File: config.mk
export PLATFORM = sky130hd
export DESIGN_NAME = dmem_arbiter
export DESIGN_NICKNAME = d
export VERILOG_FILES = /design/src/rtl/dmem_arbiter.sv
export SDC_FILE = /design/constraint.sdc
export NUM_CORES = 1
export LEC_CHECK = 0
export ABC_AREA = 1
export BUFFER_PORTS_ARGS = -buffer_cell sky130_fd_sc_hd__buf_2
export CORE_MARGIN = 3
export CORE_UTILIZATION = 45
export CTS_BUF_LIST = sky130_fd_sc_hd__clkbuf_4
export DETAILED_ROUTE_END_ITERATION = 10
export PLACE_DENSITY = 0.82
export SLEW_MARGIN = 20
export SYNTH_ARGS = -nofsm -noshare
export SYNTH_HDL_FRONTEND = slang
export SYNTH_SLANG_ARGS = --single-unit
File: constraint.sdc
create_clock -name clk -period 3.15 [get_ports clk]
set_input_delay 0.1575 -clock clk [delete_from_list [all_inputs] [get_ports clk]]
set_output_delay 0.1575 -clock clk [all_outputs]
set_load 0.005 [all_outputs]
File: src/rtl/dmem_arbiter.sv
// Two-requester arbiter/sequencer for the single-port data RAM; one RAM access per BUSY cycle.
// Optional round-robin IDLE tie-break is enabled by defining DMEM_ARB_RR_EN.
module dmem_arbiter #(
  parameter int ADDR_W = 11,
  parameter int DATA_W = 32
) (
  input  logic              clk,
  input  logic              rst,
  input  logic              reqA,
  input  logic              wenA,
  input  logic [ADDR_W-1:0] addrA,
  input  logic [DATA_W-1:0] dataInA,
  output logic              gntA,
  output logic              rvalidA,
  output logic [DATA_W-1:0] rdataA,
  input  logic              reqB,
  input  logic              wenB,
  input  logic [ADDR_W-1:0] addrB,
  input  logic [DATA_W-1:0] dataInB,
  output logic              gntB,
  output logic              rvalidB,
  output logic [DATA_W-1:0] rdataB,
  output logic [ADDR_W-1:0] ramAddr,
  output logic [DATA_W-1:0] ramDataIn,
  output logic              ramWen,
  input  logic [DATA_W-1:0] ramData,
  output logic              busy,
  output logic [1:0]        o_dbg_state
);

  // Handshake: a requester holds req and its fields stable until it sees gnt
  // high for one cycle; read data follows one cycle later with rvalid.
  typedef enum logic [1:0] {
    S_IDLE   = 2'd0,
    S_BUSY_A = 2'd1,
    S_BUSY_B = 2'd2
  } state_t;

  state_t              r_state;
  state_t              w_next;
  logic                w_tie_a;
  logic                r_wen;
  logic [ADDR_W-1:0]   r_addr;
  logic [DATA_W-1:0]   r_din;
  logic                r_rvalid_a;
  logic                r_rvalid_b;
  logic [DATA_W-1:0]   r_rdata_a;
  logic [DATA_W-1:0]   r_rdata_b;

`ifdef DMEM_ARB_RR_EN
  // 1 = B was granted most recently; reset to B so A wins the first tie.
  logic r_last_gnt_b;

  always_ff @(posedge clk) begin
    if (rst) begin
      r_last_gnt_b <= 1'b1;
    end else if (r_state == S_BUSY_A) begin
      r_last_gnt_b <= 1'b0;
    end else if (r_state == S_BUSY_B) begin
      r_last_gnt_b <= 1'b1;
    end
  end

  assign w_tie_a = r_last_gnt_b;
`else
  assign w_tie_a = 1'b1;
`endif

  always_ff @(posedge clk) begin
    if (rst) begin
      r_state <= S_IDLE;
    end else begin
      r_state <= w_next;
    end
  end

  // The requester being served is ignored; the other one may follow immediately.
  always_comb begin
    w_next = r_state;
    case (r_state)
      S_IDLE: begin
        if (reqA && reqB) begin
          w_next = w_tie_a ? S_BUSY_A : S_BUSY_B;
        end else if (reqA) begin
          w_next = S_BUSY_A;
        end else if (reqB) begin
          w_next = S_BUSY_B;
        end
      end
      S_BUSY_A: w_next = reqB ? S_BUSY_B : S_IDLE;
      S_BUSY_B: w_next = reqA ? S_BUSY_A : S_IDLE;
      default:  w_next = S_IDLE;
    endcase
  end

  always_comb begin
    gntA        = (r_state == S_BUSY_A);
    gntB        = (r_state == S_BUSY_B);
    busy        = (r_state == S_BUSY_A) || (r_state == S_BUSY_B);
    ramWen      = r_wen && busy && !rst;
    o_dbg_state = r_state;
  end

  always_ff @(posedge clk) begin
    if (rst) begin
      r_wen      <= 1'b0;
      r_addr     <= '0;
      r_din      <= '0;
      r_rvalid_a <= 1'b0;
      r_rvalid_b <= 1'b0;
      r_rdata_a  <= '0;
      r_rdata_b  <= '0;
    end else begin
      r_rvalid_a <= (r_state == S_BUSY_A) && !r_wen;
      r_rvalid_b <= (r_state == S_BUSY_B) && !r_wen;
      if ((r_state == S_BUSY_A) && !r_wen) begin
        r_rdata_a <= ramData;
      end
      if ((r_state == S_BUSY_B) && !r_wen) begin
        r_rdata_b <= ramData;
      end
      // Latch the winner's command on entry; hold it through IDLE.
      if (w_next == S_BUSY_A) begin
        r_addr <= addrA;
        r_din  <= dataInA;
        r_wen  <= wenA;
      end else if (w_next == S_BUSY_B) begin
        r_addr <= addrB;
        r_din  <= dataInB;
        r_wen  <= wenB;
      end
    end
  end

  assign ramAddr   = r_addr;
  assign ramDataIn = r_din;
  assign rvalidA   = r_rvalid_a;
  assign rvalidB   = r_rvalid_b;
  assign rdataA    = r_rdata_a;
  assign rdataB    = r_rdata_b;

endmodule

==> key figures, run 1 <==
Run
  • Maxcap violations: 0

Logic synthesis
  • Syn_nets: 803
  • Synth Warn #: 0
  • Register area share after synthesis: 48.1%
  • Post-synth cell types: 18
  • Number of synthesized register bits: 112
  • Synthesized instance count: 675
  • Synthesized cell area: 0.00466 mm²
  • Avg Cell Area, Syn: 6.91 µm²

Timing
  • Endpoints failing hold: 0
  • Setup violations, final: 0
  • Fin crit share: 69.7%
  • Fmax: 0.455 GHz
  • Min Tclk post-route: 2.20 ns
  • Max-slew violation count: 0
  • RSZ-0062 raised after global routing: no
  • Total negative slack: 0 ns
  • Layout Skew: 0.0270 ns
  • Actual slew at the worst max-slew pin: 1.06 ns
  • Slew headroom: 29.6%

Clocking
  • Cts repair resizes: 0
  • CTS tree: built
  • Reg clk slew, reported paths: 0.19 ns
  • Worst-case clock buffer depth: 2
  • H-tree depth: 3
  • Clock Sinks: 112
  • Inserted Clock Buffers: 9
  • Latest clock arrival within the worst-skew pair: 0.48 ns
  • Clk root buf: clkbuf_4

Route
  • DR vias/cell: 4.91
  • DRT iter0 DRCs: 293
  • DRT antenna net count: 0
  • DRC Markers: 0
  • Wire per inst: 13.4 µm
  • Vias: 5169
  • Drt first pass iters: 5
  • Final WL: 14100 µm

Setup path
  • Max incr delay on CP: 0.54 ns
  • CP Data Arrival Time: 2.57 ns
  • Setup crit end kind: flop
  • Worst reg-to-reg setup slack: 0.95 ns
  • CP top delay family: simple AND/OR/NAND/NOR gates
  • Crit-path slowest cell: nand3_2
  • End of the worst register-to-register path: ramDataIn[26]
  • CP Launch Type: flop
  • Critical path buffers and inverters: 1
  • Most Frequent Cell on Critical Path: nand2_1
  • Critical path class: reg2reg
  • Critical-path cell list: inv_1 -> ha_1 -> nand2_1 -> nand2_2 -> nand3_2 -> nand2_4 -> nand2_1 -> nand2_1 -> nor2_1
  • Worst r2r path cells: 9
  • Crit-path max FO: 31
  • Worst r2r src: o_dbg_state[1]
  • CP required: 3.53 ns

Finish
  • Nets@finish: 1042
  • Layout area overhead: 35.0%
  • Fin area: 0.00630 mm²
  • # diodes: 0
  • Fillcell total: 942
  • Share of cells above drive strength 1: 29.5%
  • Finished Layout Cells: 1052

Outcome
  • Status: finished clean

Hold path
  • Hold wc startpoint: addrA[10]
  • WHS Path Cells: 5
  • Hold EP: ramAddr[10]
  • Worst hold path class: in2reg

Global routing
  • GRT Total Usage: 23.4%
  • Global-route wire length before repair: 22000 µm
  • Pin count of the biggest net entering global routing: 79
  • Met3 GRT Util: 6.60%
  • Initial antenna violation count: 0
  • Vias in the first global route: 4625
  • Gr busiest metal: met2
  • Grt total ovfl: 0
  • Met1 Track Usage GR: 27.0%
  • Global Route met2 Usage: 41.2%

Place
  • Detail Placement HPWL: 9410 µm
  • Cells after DPL: 1004
  • GPL Wtd Cong: 0.806
  • PortBufs: 238
  • Cell Area, Placed: 0.00583 mm²

Floorplanning
  • DIE HEIGHT: 108 µm
  • Core area: 0.00991 mm²
  • Initial core utilization: 47.1%
  • Num rows: 36
  • Die W: 108 µm
  • I/O pin count: 239
  • Area of the die: 0.0116 mm²

Power and ir drop
  • PD cells: 469 mW/mm²
  • VDD IR max: 0.277 mV
  • Leak: 3.30 nW
## layout make-up
type                       instances  area, µm²  share of cell area (%)
sequential                       112       2240                    35.6
multi-input combinational        494       2110                    33.5
timing repair buffer             275       1550                    24.6
tap                              133        166                    2.64
inverter                          22       82.6                    1.31
clock inverter                     7       78.8                    1.25
clock buffer                       9       67.6                    1.07
## what timing repair did
action,CTS,global route
setup endpoints to repair,0,0
hold buffers,32,0
buffers inserted,0,0
hold endpoints to repair,64,0
## synthesized netlist by cell type, drive strengths merged
master  count  share of area (%)
nor2      163                 13
inv        22                1.8
dfxtp     112                 48
buf        34                3.9
o21ai      64                6.9
ha          4                1.1
nand3      62                6.8
clkbuf     13                1.0
a21oi      30                3.2
nand2     171                 14
## worst reg2reg max path, cell delays in order, from the launching register on
cell	delay, ns
dfxtp_1	0.39
inv_1	0.09
ha_1	0.18
nand2_1	0.07
nand2_2	0.10
nand3_2	0.54
nand2_4	0.52
nand2_1	0.11
nand2_1	0.07
nor2_1	0.05
## logic make-up (layout without fill, tap and decap cells)
group	count (synthesis)	count (layout)	share of synthesized area (%)
buf+inv	69	313	6.68
flops	112	112	48.1
compound gates	94	94	10.1
fa+ha+maj	4	4	1.07
simple gates	396	396	34.1
## cells in the final DEF (no fill, tap or decap), types with 2 or more instances in the layout
master,synthesis,final
ha_1,4,4
a21oi_1,30,30
nand3_1,61,61
buf_4,2,5
nand2_1,166,166
clkbuf_4,0,9
nand2_2,4,4
inv_1,17,16
o21ai_0,64,64
dfxtp_1,112,112
inv_6,0,2
dlygate4sd3_1,0,32
inv_8,0,4
inv_2,5,5
nor2_1,162,162
buf_2,30,238
## state kept, by name, summed over array words and instances, names as in the netlist
register	count
o_dbg_state	2
r_wen	1
ramAddr	11
ramDataIn	32
rdataA	32
rdataB	32
rvalidA	1
rvalidB	1
## per-layer routing
metal  up-vias  part of all wire (%)
met5         -                     0
met4         0                   2.6
met3        28                   8.8
met2       233                    49
met1      2294                    40
li1       2614                     -
## power breakdown
| part | internal (mW) | switching, mW |
|---|---|---|
| sequential | 1.53 | 0.0602 |
| clock | 0.198 | 0.534 |
| combinational | 0.281 | 0.350 |
## worst max-delay path by stage
| stage | from | end | cells after the start |
|---|---|---|---|
| global placement | o_dbg_state[1] | r_wen | 9 |
| detailed placement | o_dbg_state[1] | ramDataIn[26] | 9 |
| floorplan | o_dbg_state[1] | ramDataIn[10] | 11 |
| CTS | o_dbg_state[1] | ramDataIn[26] | 9 |
| finish | o_dbg_state[1] | ramDataIn[26] | 9 |
| global route | o_dbg_state[1] | rdataA[19] | 6 |
## through the flow
| stage | hold slack [ns] | total power [mW] | utilization [%] | setup slack [ns] |
|---|---|---|---|---|
| global placement | 0.424 | 2.21 | 58.8 | 1.09 |
| CTS | 0.00876 | 2.97 | 63.5 | 0.978 |
| finish | 0.0315 | 2.95 | 63.5 | 0.954 |
| detailed placement | 0.427 | 2.22 | 58.8 | 0.982 |
| floorplan | 0.323 | 1.96 | - | 1.72 |
| global route | 0.0137 | 3.13 | 63.5 | 0.727 |
Note: power is estimated with default switching activity, not from simulation.
==> run 2: changes to the inputs <==
--- a/config.mk
+++ b/config.mk
@@ -8,10 +8,10 @@
 export ABC_AREA = 1
 export BUFFER_PORTS_ARGS = -buffer_cell sky130_fd_sc_hd__buf_2
 export CORE_MARGIN = 3
-export CORE_UTILIZATION = 45
+export CORE_UTILIZATION = 42
 export CTS_BUF_LIST = sky130_fd_sc_hd__clkbuf_4
 export DETAILED_ROUTE_END_ITERATION = 10
-export PLACE_DENSITY = 0.82
+export PLACE_DENSITY = 0.81
 export SLEW_MARGIN = 20
 export SYNTH_ARGS = -nofsm -noshare
 export SYNTH_HDL_FRONTEND = slang
==> constraint.sdc (replaced) <==
create_clock -name clk -period 1.92 [get_ports clk]
set_input_delay 0.096 -clock clk [delete_from_list [all_inputs] [get_ports clk]]
set_output_delay 0.096 -clock clk [all_outputs]
set_load 0.005 [all_outputs]
==> run 2 against run 1 <==
- flip-flop and latch count unchanged
- critical path depth decreased by 1
- utilization increased by 4.9 points
- global-route usage increased by 3.3 points
- die area increased by 6.7%
- count of clock-buffer cells in the layout unchanged
- maximum frequency increased by 22%
- sequential share of layout area decreased by 4.6 points
- routed wire length increased by 19%
- clock power increased by 64%
- setup slack got worse by 0.83 ns
- sequential power increased by 64%
==> key figures, run 2 (same netlist as run 1, synthesis figures left out) <==
Clocking
  • Clock Sinks: 112 (unchanged)
  • H-tree depth: 3 (unchanged)
  • Inserted Clock Buffers: 9 (unchanged)
  • Worst-case clock buffer depth: 2 (unchanged)
  • Latest clock arrival within the worst-skew pair: 0.47 ns (about the same)
  • CTS tree: built
  • Reg clk slew, reported paths: 0.17 ns (-0.02 ns)
  • Clk root buf: clkbuf_4

Timing
  • Final WS setup: 0.119 ns (-0.834 ns)
  • Fin crit share: 93.8% (+24 points)
  • Setup violations, final: 0 (unchanged)
  • Total negative slack: 0 ns (unchanged)
  • Endpoints failing hold: 0 (unchanged)
  • Actual slew at the worst max-slew pin: 0.411 ns (-0.645 ns)
  • Slew headroom: 72.6% (+43 points)
  • Min Tclk post-route: 1.80 ns (-0.396 ns)
  • Layout Skew: 0.0148 ns (-0.0123 ns)
  • RSZ-0062 raised after global routing: no
  • Hold Slack: 0.0368 ns (+0.00523 ns)
  • Fmax: 0.555 GHz (+22%)
  • Max-slew violation count: 0 (unchanged)

Power and ir drop
  • Pwr Total: 5.06 mW (+71%)
  • Sw Share: 30.4% (-1.6 points)
  • VDD IR max: 0.332 mV (+20%)
  • Leak: 3.69 nW (+12%)
  • Reg power frac: 51.5% (-2.3 points)
  • Net Switching: 1.54 mW (+63%)
  • Gate power share: 24.7% (+3.3 points)
  • Clock power frac: 23.8% (-1.0 points)
  • Internal power: 3.52 mW (+75%)
  • PD cells: 700 mW/mm² (+49%)

Outcome
  • Status: finished clean

Global routing
  • Pin count of the biggest net entering global routing: 43 (-46%)
  • Grt total ovfl: 0 (unchanged)
  • Vias in the first global route: 5648 (+22%)
  • Global-route wire length before repair: 27500 µm (+25%)
  • GRT Total Usage: 26.7% (+3.3 points)
  • Initial antenna violation count: 0 (unchanged)

Floorplanning
  • Initial core utilization: 44.2% (-2.9 points)
  • Die W: 111 µm (+3.3%)
  • Area of the die: 0.0124 mm² (+6.7%)
  • Num rows: 37 (+2.8%)
  • DIE HEIGHT: 111 µm (+3.3%)
  • Core area: 0.0106 mm² (+6.5%)
  • I/O pin count: 239 (unchanged)

Setup path
  • Max incr delay on CP: 0.57 ns (+0.03 ns)
  • Crit-path slowest cell: dlygate4sd3_1
  • Most Frequent Cell on Critical Path: nand2_1
  • Worst r2r path cells: 8 (-1)
  • Worst reg-to-reg setup slack: 0.12 ns (-0.83 ns)
  • Setup crit end kind: flop
  • Critical path class: reg2reg
  • Crit-path max FO: 23 (-26%)
  • CP Data Arrival Time: 2.21 ns (-0.36 ns)
  • CP Launch Type: flop
  • CP required: 2.33 ns (-1.20 ns)
  • Worst r2r src: o_dbg_state[0]
  • Critical-path cell list: inv_2 -> nand2_2 -> buf_6 -> nand2_1 -> nand2_1 -> dlygate4sd3_1 -> nand3_1 -> a21oi_1
  • End of the worst register-to-register path: ramDataIn[14]

Place
  • Worst Setup Slack post-DPL: 0.225 ns (-0.758 ns)
  • Detail Placement HPWL: 9730 µm (+3.4%)
  • PortBufs: 238 (unchanged)
  • GPL Wtd Cong: 0.834 (+3.4%)

Finish
  • Nets@finish: 1133 (+8.7%)
  • Layout area overhead: 54.9%
  • Commonest non-fill, non-tap cell in the layout: buf_2
  • Fillcell total: 778 (-17%)
  • Commonest cells after routing, fill and taps aside: 238 x buf_2, 166 x nand2_1, 162 x nor2_1
  • Share of cells above drive strength 1: 28.0% (-1.5 points)

Route
  • Final WL: 16800 µm (+19%)
  • DRC Markers: 0 (unchanged)
  • Wire per inst: 14.6 µm (+8.9%)
  • Drt first pass iters: 7 (+2)
  • DRT iter0 DRCs: 539 (+84%)
  • Vias: 5785 (+12%)
  • DR vias/cell: 5.04 (+2.6%)
  • DRT antenna net count: 0 (unchanged)

Hold path
  • Worst hold path class: in2reg
  • WHS Path Cells: 7 (+2)
  • Hold EP: ramDataIn[19]
  • Hold wc startpoint: dataInA[19]

Run
  • Maxcap violations: 0 (unchanged)
## run 2: how the worst max path moves through the flow
stage	start	endpoint	slack [ns]	cells past startpoint
6_report	o_dbg_state[0]	ramDataIn[14]	0.12	8
3_5_place_dp	o_dbg_state[1]	ramAddr[8]	0.22	9
5_1_grt	o_dbg_state[1]	ramDataIn[7]	0.02	8
3_3_place_gp	o_dbg_state[0]	r_wen	0.31	8
4_1_cts	o_dbg_state[0]	ramDataIn[8]	0.08	8
2_1_floorplan	o_dbg_state[1]	ramDataIn[10]	0.49	11
## run 2: layer usage
layer,vias to the layer above,part of all wire [%],GRT usage (%)
li1,2788,-,-
met1,2595,39,31.3
met2,352,47,45.6
met3,50,11,7.77
met4,0,3.4,11.5
met5,-,0,0
## run 2: power groups by stage
| stage | combinational, mW | clock (mW) | sequential [mW] |
|---|---|---|---|
| after CTS | 1.20 | 1.23 | 2.60 |
| after global placement | 0.993 | 0 | 2.64 |
| after detailed placement | 1.01 | 0 | 2.65 |
| final | 1.25 | 1.20 | 2.60 |
| after floorplan | 0.547 | 0 | 2.67 |
| after global routing | 1.39 | 1.32 | 2.63 |
## run 2: cell type report
| cell class | instances | area (µm²) | area share (%) |
|---|---|---|---|
| diodes | 1 | 2.50 | 0.0346 |
| clock buffers | 9 | 67.6 | 0.935 |
| clock inverters | 7 | 77.6 | 1.07 |
| inverters | 22 | 82.6 | 1.14 |
| multi-input cells | 494 | 2120 | 29.3 |
| flip-flops and latches | 112 | 2240 | 31.1 |
| well taps | 136 | 170 | 2.36 |
| repair buffers | 366 | 2460 | 34.1 |
## run 2: per-stage QoR
| stage | instances | area (µm²) | util, % |
|---|---|---|---|
| floorplan | 675 | 4660 | - |
| global placement | 1018 | 5940 | 56.3 |
| detailed placement | 1018 | 5940 | 56.3 |
| CTS | 1146 | 7210 | 68.3 |
| global route | 1146 | 7220 | 68.4 |
| finish | 1147 | 7220 | 68.4 |
## run 2: what timing repair did
item                                    4_1_cts  5_1_grt
gates resized for setup                       0        3
hold buffers                                112        0
hold endpoints to repair                    108        0
buffers inserted                              0        0
endpoints found under the setup margin        0       13
## run 2: worst max-delay path, delay by kind of cell, from the launching register on
family | cells | cell delay (ns)
buf+inv | 3 | 0.85
flops | 1 | 0.39
compound gates | 1 | 0.15
simple gates | 4 | 0.36
